==> config.mk <==
export PLATFORM = sky130hd
export DESIGN_NAME = bcd_time_cnt_flat
export DESIGN_NICKNAME = d
export VERILOG_FILES = /design/src/rtl/bcd_time_cnt_if.sv /design/src/rtl/bcd_time_cnt.sv /design/src/flat_wrapper.sv
export SDC_FILE = /design/constraint.sdc
export NUM_CORES = 1
export LEC_CHECK = 0
export CAP_MARGIN = 20
export CORE_MARGIN = 1.5
export CORE_UTILIZATION = 35
export CTS_CLUSTER_SIZE = 14
export DETAILED_ROUTE_END_ITERATION = 8
export PLACE_DENSITY_LB_ADDON = 0.12
export SLEW_MARGIN = 10
export SYNTH_ARGS = -nofsm -noshare
export SYNTH_HDL_FRONTEND = slang
export SYNTH_SLANG_ARGS = --single-unit
==> constraint.sdc <==
create_clock -name clk -period 2.11 [get_ports clk]
set_input_delay 0.633 -clock clk [delete_from_list [all_inputs] [get_ports clk]]
set_output_delay 0.633 -clock clk [all_outputs]
set_load 0.02 [all_outputs]
==> src/rtl/bcd_time_cnt_if.sv <==
// Control/data bundle between the stopwatch control FSM (master) and the
// cascaded BCD time counter (slave).
interface bcd_time_cnt_if #(
  parameter int NUM_DIGITS = 5
);
  logic                    ce;
  logic                    load;
  logic                    up;
  logic                    lap;
  logic [4*NUM_DIGITS-1:0] q;
  logic [4*NUM_DIGITS-1:0] count;
  logic [4*NUM_DIGITS-1:0] lap_count;
  logic                    at_limit;
  logic                    wrapped;

  modport master (
    output ce, load, up, lap, q,
    input  count, lap_count, at_limit, wrapped
  );

  modport slave (
    input  ce, load, up, lap, q,
    output count, lap_count, at_limit, wrapped
  );
endinterface

==> src/rtl/bcd_time_cnt.sv <==
// Parametrised cascaded BCD up/down time counter with clamped load, stop/wrap
// end-of-range and an optional lap register (enabled by BCD_TIME_CNT_LAP_EN).
module bcd_time_cnt #(
  parameter int                      NUM_DIGITS = 5,
  parameter logic [4*NUM_DIGITS-1:0] DIGIT_MAX  = 20'h95999,
  parameter bit                      WRAP       = 1'b0
) (
  input logic          clk,
  input logic          clr,
  bcd_time_cnt_if.slave cnt_if
);
  localparam int W = 4 * NUM_DIGITS;

  logic [W-1:0]          count_q, count_d;
  logic                  wrapped_q, wrapped_d;
  logic [NUM_DIGITS-1:0] term;
  logic [NUM_DIGITS-1:0] step;
  logic                  advance;
  logic                  at_limit;
  logic                  hold_at_limit;

  assign advance = cnt_if.ce & ~cnt_if.load;

  always_comb begin
    term = '0;
    for (int i = 0; i < NUM_DIGITS; i++) begin
      term[i] = cnt_if.up ? (count_q[4*i +: 4] == DIGIT_MAX[4*i +: 4])
                          : (count_q[4*i +: 4] == 4'd0);
    end
  end

  assign at_limit = &term;

  // Carry enable built with a running AND so every digit resolves in one edge.
  always_comb begin
    logic chain;
    chain = advance;
    step  = '0;
    for (int i = 0; i < NUM_DIGITS; i++) begin
      step[i] = chain;
      chain   = chain & term[i];
    end
  end

  assign hold_at_limit = at_limit & advance & ~WRAP;

  always_comb begin
    count_d   = count_q;
    wrapped_d = WRAP & at_limit & advance;
    if (cnt_if.load) begin
      for (int i = 0; i < NUM_DIGITS; i++) begin
        count_d[4*i +: 4] = (cnt_if.q[4*i +: 4] > DIGIT_MAX[4*i +: 4]) ?
                            DIGIT_MAX[4*i +: 4] : cnt_if.q[4*i +: 4];
      end
    end else if (!hold_at_limit) begin
      for (int i = 0; i < NUM_DIGITS; i++) begin
        if (step[i]) begin
          if (cnt_if.up) begin
            count_d[4*i +: 4] = term[i] ? 4'd0 : count_q[4*i +: 4] + 4'd1;
          end else begin
            count_d[4*i +: 4] = term[i] ? DIGIT_MAX[4*i +: 4] : count_q[4*i +: 4] - 4'd1;
          end
        end
      end
    end
  end

  always_ff @(posedge clk or posedge clr) begin
    if (clr) begin
      count_q   <= '0;
      wrapped_q <= 1'b0;
    end else begin
      count_q   <= count_d;
      wrapped_q <= wrapped_d;
    end
  end

  assign cnt_if.count    = count_q;
  assign cnt_if.wrapped  = wrapped_q;
  assign cnt_if.at_limit = at_limit;

`ifdef BCD_TIME_CNT_LAP_EN
  logic [W-1:0] lap_q, lap_d;

  assign lap_d = cnt_if.lap ? count_q : lap_q;

  always_ff @(posedge clk or posedge clr) begin
    if (clr) lap_q <= '0;
    else     lap_q <= lap_d;
  end

  assign cnt_if.lap_count = lap_q;
`else
  logic unused_lap;
  assign unused_lap       = cnt_if.lap;
  assign cnt_if.lap_count = '0;
`endif
endmodule
==> src/flat_wrapper.sv <==
// flat-port wrapper written by rule: the top's interface ports become plain ports
module bcd_time_cnt_flat 
#(
  parameter int                      NUM_DIGITS = 5,
  parameter logic [4*NUM_DIGITS-1:0] DIGIT_MAX  = 20'h95999,
  parameter bit                      WRAP       = 1'b0
)
  (clk, clr, cnt_if_ce, cnt_if_load, cnt_if_up, cnt_if_lap, cnt_if_q, cnt_if_count, cnt_if_lap_count, cnt_if_at_limit, cnt_if_wrapped);
  bcd_time_cnt_if #(.NUM_DIGITS(NUM_DIGITS)) cnt_if_i ();
  input logic clk;
  input logic clr;
  input wire logic [$bits(cnt_if_i.ce)-1:0] cnt_if_ce;
  input wire logic [$bits(cnt_if_i.load)-1:0] cnt_if_load;
  input wire logic [$bits(cnt_if_i.up)-1:0] cnt_if_up;
  input wire logic [$bits(cnt_if_i.lap)-1:0] cnt_if_lap;
  input wire logic [$bits(cnt_if_i.q)-1:0] cnt_if_q;
  output wire logic [$bits(cnt_if_i.count)-1:0] cnt_if_count;
  output wire logic [$bits(cnt_if_i.lap_count)-1:0] cnt_if_lap_count;
  output wire logic [$bits(cnt_if_i.at_limit)-1:0] cnt_if_at_limit;
  output wire logic [$bits(cnt_if_i.wrapped)-1:0] cnt_if_wrapped;
  assign cnt_if_i.ce = cnt_if_ce;
  assign cnt_if_i.load = cnt_if_load;
  assign cnt_if_i.up = cnt_if_up;
  assign cnt_if_i.lap = cnt_if_lap;
  assign cnt_if_i.q = cnt_if_q;
  assign cnt_if_count = cnt_if_i.count;
  assign cnt_if_lap_count = cnt_if_i.lap_count;
  assign cnt_if_at_limit = cnt_if_i.at_limit;
  assign cnt_if_wrapped = cnt_if_i.wrapped;
  bcd_time_cnt #(.NUM_DIGITS(NUM_DIGITS), .DIGIT_MAX(DIGIT_MAX), .WRAP(WRAP)) u_core (.clk(clk), .clr(clr), .cnt_if(cnt_if_i));
endmodule
Word level (Yosys, flattened, before mapping)
Cells that the tools add are included.

word-level totals
  flip-flop bits (word level) = 20
  bits of input ports = 26

cells by class
  add/sub/neg operators = 10
  order comparisons = 5
  equality and inequality tests = 6
  mux-type cells = 32
  bitwise operators = 7
  reductions and logical operators = 16

operators with widths
  kind                 count
  $mux 4               25
  $mux 20              2
  $add 4x1->4 const B  5
  $logic_not 4->1      5
  $sub 4x1->4 const B  5
  $eq 4x4->1 const B   4
  $gt 4x4->1 const B   4
  $reduce_and 2->1     5
  $reduce_bool 2->1    5
  $and 1x1->1          6
  $mux 1               5
  $reduce_and 5->1     1
  $eq 4x3->1 const B   1
  $gt 4x3->1 const B   1
  $ne 2x2->1 const B   1
  $not 1->1            1

Longest topological paths before layout
  word-level depth = 9
  depth in mapped cells = 8
  mapped depth without buffers = 7

Least setup slack after synthesis
Ideal clock, no wire load.

  path kind = reg-to-output
  start point = register u_core.count_q[13] (netlist: u_core.cnt_if.count[13])
  end point = output port cnt_if_at_limit
  arrival = 1965 ps
  slack = -488 ps
  stages on the path, launching flop included = 6
  path buffers = 0
  cells stage by stage = dfrtp_1 > inv_1 > ha_1 > nor4b_4 > o22ai_2 > nor4_1

on the way
  cells in the longest elaborated chain, start to end = 3
  elaborated cells between the ends (all ways) = 4
  classes of those cells = 1 x eq/ne; 1 x mux; 2 x reduce/logical

RTL lines
  element                                               RTL line                                source
  from (decl)                                           bcd_time_cnt.sv:14                      logic [W-1:0] count_q, count_d;
  from (signal assigned)                                bcd_time_cnt.sv:73                      count_q <= count_d;
  $eq 4x3->1 / $logic_not 4->1 (equally long branches)  bcd_time_cnt.sv:27, bcd_time_cnt.sv:28
  $mux 1 *                                              bcd_time_cnt.sv:27                      term[i] = cnt_if.up ? (count_q[4*i +: 4] == DIGIT_MAX[4*i +: 4])
  $reduce_and 5->1 *                                    bcd_time_cnt.sv:32                      assign at_limit = &term;
  to (decl)                                             flat_wrapper.sv:19                      output wire logic [$bits(cnt_if_i.at_limit)-1:0] cnt_if_at_limit;

Mark *: on every way between the ends. The rest lies on a longest branch, timed or not.

Final worst setup path
  start point = input port cnt_if_up
  end point = output port cnt_if_at_limit

on the way
  cells in the longest elaborated chain, start to end = 2
  elaborated cells between the ends (all ways) = 6
  classes of those cells = 5 x mux; 1 x reduce/logical

RTL lines
  element             RTL line            source
  from (decl)         flat_wrapper.sv:14  input wire logic [$bits(cnt_if_i.up)-1:0] cnt_if_up;
  $mux 1              bcd_time_cnt.sv:27
  $reduce_and 5->1 *  bcd_time_cnt.sv:32

Marked as above.

==> flow_summary.toml <==
[logic_synthesis]
post_synth_num_cell_types = 64
avgSynthCellArea_um2 = 8.367
ys_ff_latch = 20
synth_top_area_share_pct = 21.52
yosys_warnings = 0
synthCells = 278
syn_area_um2 = 2326
synth_most_common_cell = "inv_1"
yosys.area.top_type = "dfrtp_1"
postSynth.asyncResetShare_pct = 100.0
synth-edff-count = 0
synthTopCellsByArea = "dfrtp_1, ha_1, buf_4, mux2i_1, inv_1"
synth_seq_area_share_pct = 21.52
synthTopCellsByCount = "inv_1, buf_4, dfrtp_1"
ys.flop_type = "dfrtp_1"

[clocking]
hold_buffers = 0
cts_made_buffers = 3
clock_latency_ns = 0.26
cts_tree = "yes"
path_clk_slew_ns = 0.08
clockRootBuffer = "clkbuf_8"
clock-sinks = 20
clock_path_buffers = 2
htreeDepth = 1

[status]
status = "finished, violations left"
violations = "negative setup slack"

[setup_path]
arrival_ns = 1.75
r2r_cells = 10
timing.rr.end = "u_core.cnt_if.count[8]$_DFFE_PP0P_"
cp-start-kind = "input pin"
reg2reg_from = "u_core.cnt_if.count[16]$_DFFE_PP0P_"
end_kind = "output pin"
criticalPathCategory = "input pin to output pin"
r2r_slack_ns = -0.09
cp_max_fo = 8
required_ns = 1.48

[floorplanning]
io_pins = 68
dieArea_um2 = 7144
core_um2 = 6386
die_w_um = 84.52
num_rows = 29
dieHeight_um = 84.52
initial_core_util_pct = 36.42

[hold_path]
min_from = "u_core.cnt_if.count[13]$_DFFE_PP0P_"
holdPathStages = 2
min_to = "u_core.cnt_if.count[13]$_DFFE_PP0P_"
hp-class = "flip-flop to flip-flop"

[sta]
period_needed_ns = 2.384
hold_violations = 0
rsz0062_at_grt = "yes"
setup_viol = 11
fin_worst_skew_ns = 0.007093
fin_crit_sh_pct = 113.0
fmax_mhz = 419.5
setup_ws_ns = -0.2737
slew_viol_final = 0
fin_hold_ws_ns = 0.6255

[routing]
wl_mm = 6.830
ant_nets = 0
remaining_drc_errors = 0
first_iter_violations = 78
routedWlPerCell_um = 14.26
vias = 2471
dr.max_layer_used = "met4"
routed-wl-met3_um = 241
wl_met1_mm = 3.109
first_pass_iters = 4
viasPerCell = 5.159
wl_met2_mm = 3.448

[final_layout]
antenna_cells = 0
instances_no_fill = 479
syn2layout_area_growth_pct = 60.03
largest_reg_flops = 20
fin_area_um2 = 3722
drive_gt1_share_pct = 35.82
nNetsFinal = 444

[place]
placed_area_um2 = 3308
dp_hpwl_mm = 5.012
portBuffers = 45
gp_congestion = 0.8214
place_inst = 461

[global_routing]
grt_max_degree = 21
antenna_found_initial = 0
grt_pass1_wl_mm = 10.42
grt_usage_pct = 17.51
grt_pass1_vias = 2273
gr-total-overflow = 0

[power]
leakage_nw = 1.758
ir_drop_mv = 0.3027
power_density_nw_per_um2 = 511.3

[run]
cap_violations = 0
==> metal layers <==
metal  track usage, %  up-vias
met2            30.74       62
met4            2.639        0
met5                0        -
met1            23.25     1172
met3            2.557        2
li1                 -     1235
==> per-stage QoR <==
| step | power, mW | utilization [%] | setup slack [ns] | TNS (ns) |
|---|---|---|---|---|
| finish | 1.903 | 58.29 | -0.2737 | -0.7479 |
| global route | 2.020 | 58.29 | -0.3059 | -1.663 |
| CTS | 1.787 | 53.08 | -0.2538 | -0.2538 |
| detailed placement | 1.467 | 51.80 | -0.7476 | -4.701 |
| global placement | 1.460 | 51.80 | -0.7326 | -4.343 |
| floorplan | 1.061 | - | -0.1488 | -0.2004 |
==> cell families (layout without fill, tap and decap cells) <==
group,Yosys count,in the layout,share of synthesized area [%]
multiplexers,13,13,6.186
XOR/XNOR,3,3,1.130
other,1,21,0.1612
adder cells (fa/ha/maj),15,15,8.069
buffers and inverters,56,160,13.34
AND/OR/NAND/NOR,87,87,23.67
flip-flops,20,20,21.52
AO/OA/AOI/OAI,83,83,25.93
==> worst max-delay path: stages <==
cell and delay, ns:
buf_6 0.11, buf_12 0.14, nor4b_4 0.31, nor2_2 0.10
nor4_4 0.28, buf_4 0.18
==> worst max-delay path by stage <==
stage	slack, ns	start	to	cells after the start
floorplan	-0.15	u_core.cnt_if.count[13]$_DFFE_PP0P_	cnt_if_at_limit	5
CTS	-0.25	u_core.cnt_if.count[4]$_DFFE_PP0P_	cnt_if_at_limit	6
global route	-0.31	u_core.cnt_if.count[5]$_DFFE_PP0P_	cnt_if_at_limit	6
detailed placement	-0.75	cnt_if_up	cnt_if_at_limit	6
finish	-0.27	cnt_if_up	cnt_if_at_limit	6
global placement	-0.73	cnt_if_up	cnt_if_at_limit	6
==> power breakdown <==
group / switching (mW) / internal, mW
Sequential: 0.0515 / 0.432
Clock: 0.139 / 0.166
Combinational: 0.545 / 0.570
Total: 0.735 / 1.17
==> layout make-up <==
type / instances / area (um2)
multi-input cells: 222 / 1807
fillers: 563 / 2664
well taps: 77 / 96.34
repair buffers: 134 / 1176
clock buffers: 4 / 55.05
flip-flops and latches: 20 / 503.0
inverters: 22 / 85.08
==> cells in the final DEF, fill, tap and decap left out, drive strengths merged, types with 6 or more instances in the layout <==
| cell type | count |
|---|---|
| a21oi | 15 |
| a31oi | 6 |
| buf | 90 |
| clkdlybuf4s50 | 33 |
| conb | 21 |
| dfrtp | 20 |
| dlymetal6s2s | 6 |
| ha | 15 |
| inv | 22 |
| mux2i | 11 |
| nand2 | 19 |
| nand3 | 11 |
| nor2 | 13 |
| nor2b | 6 |
| o21ai | 14 |
==> what timing repair did <==
action	CTS	global route
pin swaps	2	25
cloned	0	1
resized for setup	16	56
setup endpoints to repair	9	16
setup buffers	0	18
No activity file was read; power rests on OpenSTA's default activity.
